<file path="config.mk">
export PLATFORM = sky130hd
export DESIGN_NAME = jacobi_sweep_ctrl_flat
export DESIGN_NICKNAME = d
export VERILOG_FILES = /design/src/rtl/jacobi_sweep_ctrl_if.sv /design/src/rtl/jacobi_sweep_ctrl.sv /design/src/flat_wrapper.sv
export SDC_FILE = /design/constraint.sdc
export NUM_CORES = 1
export LEC_CHECK = 0
export BUFFER_PORTS_ARGS = -buffer_cell sky130_fd_sc_hd__buf_2
export CORE_MARGIN = 5
export CORE_UTILIZATION = 45
export CTS_CLUSTER_SIZE = 8
export DETAILED_ROUTE_END_ITERATION = 8
export HOLD_SLACK_MARGIN = 0.15
export PLACE_DENSITY = 0.69
export REMOVE_ABC_BUFFERS = 1
export SETUP_SLACK_MARGIN = 0.15
export SLEW_MARGIN = 10
export SYNTH_ARGS = -nofsm -noshare
export SYNTH_HDL_FRONTEND = slang
export SYNTH_SLANG_ARGS = --single-unit
</file>
<file path="constraint.sdc">
create_clock -name clk_in -period 1.7 [get_ports clk_in]
set_clock_uncertainty 0.1 [all_clocks]
set_input_delay 0.255 -clock clk_in [delete_from_list [all_inputs] [get_ports clk_in]]
set_output_delay 0.255 -clock clk_in [all_outputs]
set_load 0.01 [all_outputs]
</file>
<file path="src/rtl/jacobi_sweep_ctrl_if.sv">
// Rotation-unit handshake bundle for the Jacobi sweep sequencer.
//   rot_valid_out  controller -> rotation unit: request valid
//   rot_ready_in   rotation unit -> controller: request accepted
//   rot_p_out      controller -> rotation unit: pivot row p (p < q)
//   rot_q_out      controller -> rotation unit: pivot column q
//   rot_done_in    rotation unit -> controller: one-cycle write-back pulse
// master = sequencer side, slave = rotation unit side.
interface jacobi_sweep_ctrl_if #(
  parameter int IDX_W = 2
);
  logic             rot_valid_out;
  logic             rot_ready_in;
  logic [IDX_W-1:0] rot_p_out;
  logic [IDX_W-1:0] rot_q_out;
  logic             rot_done_in;

  modport master (
    output rot_valid_out, rot_p_out, rot_q_out,
    input  rot_ready_in, rot_done_in
  );

  modport slave (
    input  rot_valid_out, rot_p_out, rot_q_out,
    output rot_ready_in, rot_done_in
  );
endinterface

</file>
<file path="src/rtl/jacobi_sweep_ctrl.sv">
// Jacobi eigen-decomposition sequencer. Walks every off-diagonal pivot pair
// (p,q) in cyclic row order, one sweep at a time, handing each pair to the
// rotation unit. The convergence flag is sampled between sweeps; the run ends
// on convergence or when the sweep budget is used up.
// Ports:
//   clk_in         clock, rising edge
//   rst_in         synchronous active-high reset
//   start_in       begin a run (only looked at while idle)
//   conv_in        convergence flag of the current matrix
//   rot            rotation request/done handshake (master side)
//   busy_out       high whenever not idle
//   done_out       one-cycle pulse at the end of a run
//   converged_out  run result, held until the next start
//   sweeps_out     completed sweeps, held until the next start
//
// state    | meaning
// ---------+-------------------------------------------------------------
// S_IDLE   | waiting for start_in
// S_CHECK  | matrix stable; sample conv_in and the sweep budget
// S_ISSUE  | rot_valid_out high with (p,q) held until accepted
// S_WAIT   | request accepted; wait for rot_done_in, then advance pair
// S_FINISH | done_out pulse, back to idle
module jacobi_sweep_ctrl #(
  parameter int N_STOCKS   = 4,
  parameter int MAX_SWEEPS = 8,
  parameter int IDX_W      = (N_STOCKS > 1) ? $clog2(N_STOCKS) : 1,
  parameter int SWP_W      = $clog2(MAX_SWEEPS + 1)
) (
  input  logic                  clk_in,
  input  logic                  rst_in,
  input  logic                  start_in,
  input  logic                  conv_in,
  jacobi_sweep_ctrl_if.master   rot,
  output logic                  busy_out,
  output logic                  done_out,
  output logic                  converged_out,
  output logic [SWP_W-1:0]      sweeps_out
);

  typedef enum logic [2:0] {
    S_IDLE   = 3'd0,
    S_CHECK  = 3'd1,
    S_ISSUE  = 3'd2,
    S_WAIT   = 3'd3,
    S_FINISH = 3'd4
  } state_t;

  localparam logic [IDX_W-1:0] Q_LAST    = IDX_W'(N_STOCKS - 1);
  localparam logic [IDX_W-1:0] P_LAST    = IDX_W'(N_STOCKS - 2);
  localparam logic [SWP_W-1:0] SWP_LIMIT = SWP_W'(MAX_SWEEPS);

  state_t           state, state_nxt;
  logic [IDX_W-1:0] p_q, p_nxt, p_inc;
  logic [IDX_W-1:0] q_q, q_nxt;
  logic [SWP_W-1:0] sweeps_q, sweeps_nxt;
  logic             conv_q, conv_nxt;

  assign p_inc = p_q + IDX_W'(1);

  always_ff @(posedge clk_in) begin
    if (rst_in) begin
      state    <= S_IDLE;
      p_q      <= '0;
      q_q      <= IDX_W'(1);
      sweeps_q <= '0;
      conv_q   <= 1'b0;
    end else begin
      state    <= state_nxt;
      p_q      <= p_nxt;
      q_q      <= q_nxt;
      sweeps_q <= sweeps_nxt;
      conv_q   <= conv_nxt;
    end
  end

  always_comb begin
    state_nxt  = state;
    p_nxt      = p_q;
    q_nxt      = q_q;
    sweeps_nxt = sweeps_q;
    conv_nxt   = conv_q;
    case (state)
      S_IDLE: begin
        if (start_in) begin
          state_nxt  = S_CHECK;
          sweeps_nxt = '0;
          conv_nxt   = 1'b0;
          p_nxt      = '0;
          q_nxt      = IDX_W'(1);
        end
      end
      S_CHECK: begin
        // Convergence wins over an exhausted budget on the final check.
        if (conv_in) begin
          conv_nxt  = 1'b1;
          state_nxt = S_FINISH;
        end else if (sweeps_q == SWP_LIMIT) begin
          conv_nxt  = 1'b0;
          state_nxt = S_FINISH;
        end else begin
          state_nxt = S_ISSUE;
        end
      end
      S_ISSUE: begin
        if (rot.rot_ready_in) state_nxt = S_WAIT;
      end
      S_WAIT: begin
        if (rot.rot_done_in) begin
          if (q_q < Q_LAST) begin
            q_nxt     = q_q + IDX_W'(1);
            state_nxt = S_ISSUE;
          end else if (p_q < P_LAST) begin
            // Next row starts just right of the diagonal of the new p.
            p_nxt     = p_inc;
            q_nxt     = p_inc + IDX_W'(1);
            state_nxt = S_ISSUE;
          end else begin
            sweeps_nxt = sweeps_q + SWP_W'(1);
            p_nxt      = '0;
            q_nxt      = IDX_W'(1);
            state_nxt  = S_CHECK;
          end
        end
      end
      S_FINISH: state_nxt = S_IDLE;
      default:  state_nxt = S_IDLE;
    endcase
  end

  assign rot.rot_valid_out = (state == S_ISSUE);
  assign rot.rot_p_out     = p_q;
  assign rot.rot_q_out     = q_q;
  assign busy_out          = (state != S_IDLE);
  assign done_out          = (state == S_FINISH);
  assign converged_out     = conv_q;
  assign sweeps_out        = sweeps_q;

endmodule
</file>
<file path="src/flat_wrapper.sv">
// flat-port wrapper written by rule: the top's interface ports become plain ports
module jacobi_sweep_ctrl_flat 
#(
  parameter int N_STOCKS   = 4,
  parameter int MAX_SWEEPS = 8,
  parameter int IDX_W      = (N_STOCKS > 1) ? $clog2(N_STOCKS) : 1,
  parameter int SWP_W      = $clog2(MAX_SWEEPS + 1)
)
  (clk_in, rst_in, start_in, conv_in, busy_out, done_out, converged_out, sweeps_out, rot_rot_valid_out, rot_rot_p_out, rot_rot_q_out, rot_rot_ready_in, rot_rot_done_in);
  jacobi_sweep_ctrl_if #(.IDX_W(IDX_W)) rot_i ();
  input  logic clk_in;
  input  logic rst_in;
  input  logic start_in;
  input  logic conv_in;
  output logic busy_out;
  output logic done_out;
  output logic converged_out;
  output logic [SWP_W-1:0] sweeps_out;
  output wire logic [$bits(rot_i.rot_valid_out)-1:0] rot_rot_valid_out;
  output wire logic [$bits(rot_i.rot_p_out)-1:0] rot_rot_p_out;
  output wire logic [$bits(rot_i.rot_q_out)-1:0] rot_rot_q_out;
  input wire logic [$bits(rot_i.rot_ready_in)-1:0] rot_rot_ready_in;
  input wire logic [$bits(rot_i.rot_done_in)-1:0] rot_rot_done_in;
  assign rot_rot_valid_out = rot_i.rot_valid_out;
  assign rot_rot_p_out = rot_i.rot_p_out;
  assign rot_rot_q_out = rot_i.rot_q_out;
  assign rot_i.rot_ready_in = rot_rot_ready_in;
  assign rot_i.rot_done_in = rot_rot_done_in;
  jacobi_sweep_ctrl #(.N_STOCKS(N_STOCKS), .MAX_SWEEPS(MAX_SWEEPS), .IDX_W(IDX_W), .SWP_W(SWP_W)) u_core (.clk_in(clk_in), .rst_in(rst_in), .start_in(start_in), .conv_in(conv_in), .rot(rot_i), .busy_out(busy_out), .done_out(done_out), .converged_out(converged_out), .sweeps_out(sweeps_out));
endmodule
</file>
==> out/summary.txt <==
crit-path cells - nor3_2, inv_1, buf_2
port bufs - 17
area of the multi-input gates - 448 um^2
Routed Antenna Nets - 0
Final setup viols - 0
initial antenna violation count - 0
Comb pwr share - 0.144
f_max - 676 MHz
row count - 14
DRT Pass-1 Iters - 4
Die Ht - 50.5 um
ys flop type - dfxtp_1
Avg Cell Area, Syn - 9.11 um^2
number of top-level pins - 18
htree depth - 1
Initial DRC Count - 9
Max Cap Viol - 0
Worst-Margin Slew - 0.290 ns
Detailed Route WL - 1530 um
EDFF count, synth - 0
clock root buffer - clkbuf_4
HP Class - in2reg
Bufs on Longest Clock Path - 2
core footprint - 0.00152 mm^2
Reg power frac - 0.549
max incr delay on CP - 0.38 ns
largest delay contributor family on the critical path - flip-flops
Int Pwr - 0.405 mW
fin nets - 116
Final Hold Viols - 0
most frequent cells in the layout - buf_2 (17), dfxtp_1 (10), inv_1 (7), ha_1 (7), nand2_1 (6)
GRT overflow - 0
Post-Syn Area - 738 um^2
GRT Total Usage - 0.131
detailed placement HPWL - 1210 um
CP Buf/Inv Count - 2
Hold Path Origin - start_in
Area Overhead vs Synth - 18.8%
Slowest cell on crit path - dfxtp_2
largest net degree at the start of global routing - 11
Synth Register Bits - 12
Crit path arrival time - 1.12 ns
layout cells sized above 1 - 0.327
minimum clock period - 1.48 ns
share of flip-flops with an asynchronous set or reset - 0
Pwr per Cell Area - 619 mW/mm^2
DRC violations left - 0
clock transition at the registers of the reported paths - 0.07 ns
setup_tns - 0 ns
fin worst setup slack - 0.220 ns
worst-skew pair later-pin latency - 0.27 ns
n_diodes - 0
post-synthesis sequential area ratio - 0.325
Clk pwr share - 0.307
Crit. Startpoint - u_core.state[1]
Via density - 5.52
most common cell after layout, fill and taps aside - buf_2
DR WL/cell - 13.1 um
Worst Path Required - 1.34 ns
switching pwr - 0.138 mW
first-pass GRT wire length - 2600 um
Fill cells - 158
share of the cycle needed by the critical path after routing - 0.870
vias in the first global route - 581
CTS Hold Buffers Added - 0
RSZ-0062 raised after global routing - no
Crit Path Category - reg2out
kind of start point of the critical path - flop
RR Startpoint - u_core.state[2]
status - finished clean
Slew Limit Fails - 0
Synth Warn # - 0
Leakage - 0.373 nW
TritonCTS Sinks - 12
Place WS - 0.168 ns
VDD IR-drop max - 328 uV
switch share - 0.253
Initial Util - 0.484
post-synth cell types - 34
die footprint - 0.00255 mm^2
TritonCTS clock tree - built
Die X - 50.5 um
routed vias - 646
crit path capture type - output port
Register Area - 245 um^2
TritonCTS Buffers - 3
Synth Instances - 81
Worst Path Max Fanout - 10
gpl congestion - 0.773
Max transition margin - 0.805
kinds of logic after synthesis:
| logic type | synth area share |
|---|---|
| muxes | 0.0407 |
| xor gates and xnor gates | 0.0119 |
| DFF | 0.325 |
| and+or+nand+nor | 0.197 |
| buffers and inverters | 0.0712 |
| adders and majority gates | 0.119 |
| AOI/OAI and AO/OA | 0.236 |
per-stage QoR:
| step | power, mW | hold WS, ns | std cells | instance area (um^2) | util |
|---|---|---|---|---|---|
| after floorplan | 0.348 | 0.224 | 77 | 712 | - |
| after global placement | 0.379 | 0.362 | 113 | 840 | 0.551 |
| after detailed placement | 0.381 | 0.382 | 113 | 840 | 0.551 |
| after CTS | 0.554 | 0.207 | 116 | 865 | 0.567 |
| after global routing | 0.575 | 0.222 | 117 | 877 | 0.576 |
| final | 0.543 | 0.216 | 117 | 877 | 0.576 |
worst paths after layout:
| kind | slack [ns] | endpoint | cells past startpoint |
|---|---|---|---|
| min reg2reg | 0.39 | u_core.converged_out | 2 |
| max | 0.22 | busy_out | 3 |
| min | 0.22 | u_core.state[0] | 3 |
| max reg2reg | 0.23 | u_core.sweeps_out[3] | 4 |
power by group through the flow:
| stage | Sequential (mW) | Clock (mW) | Combinational [mW] |
|---|---|---|---|
| detailed placement | 0.304 | 0 | 0.0769 |
| finish | 0.298 | 0.167 | 0.0779 |
| CTS | 0.298 | 0.178 | 0.0774 |
| global route | 0.300 | 0.191 | 0.0849 |
| floorplan | 0.304 | 0 | 0.0440 |
| global placement | 0.303 | 0 | 0.0760 |
sequential cells by signal, summed over array words and instances (netlist names):
| register | flops |
|---|---|
| u_core.rot.rot_q_out | 2 |
| u_core.state | 3 |
| u_core.sweeps_out | 4 |
| u_core.rot.rot_p_out | 2 |
| u_core.converged_out | 1 |
cells in the mapped netlist (all sizes together) (2+ instances only):
cell type	n	area [um^2]
mux2i	3	30.0
buf	4	26.3
o21ai	5	25.0
nand2b	2	12.5
a21oi	4	20.0
nand2	6	22.5
nand3	3	15.0
ha	7	87.6
dfxtp	12	240
a31oi	5	37.5
inv	7	26.3
nor2	4	15.0
nor3	2	15.0
metal layers:
metal | vias to the layer above | wire length, um | track usage
met5 | - | 0 | 0
met4 | 0 | 25 | 0.0511
met3 | 5 | 90 | 0.0562
met2 | 15 | 732 | 0.205
met1 | 290 | 683 | 0.159
li1 | 336 | - | -
timing repair:
action | CTS | global route
gates resized for setup | 2 | 2
buffers inserted | 0 | 1
pin swaps | 0 | 1
endpoints found under the setup margin | 4 | 2
endpoints found under the hold margin | 0 | 0
worst reg2reg max path: cells and delay by family (launching register included):
family,cells,cell delay [ns]
compound gates,2,0.28
flops,1,0.39
simple gates,2,0.63
cell type report:
class	count	area share
sequential	12	0.280
multi-input combinational	58	0.511
timing repair buffer	21	0.131
tap	16	0.0228
clock buffer	3	0.0257
inverter	7	0.0300
Power figures use the tool's default switching activity.
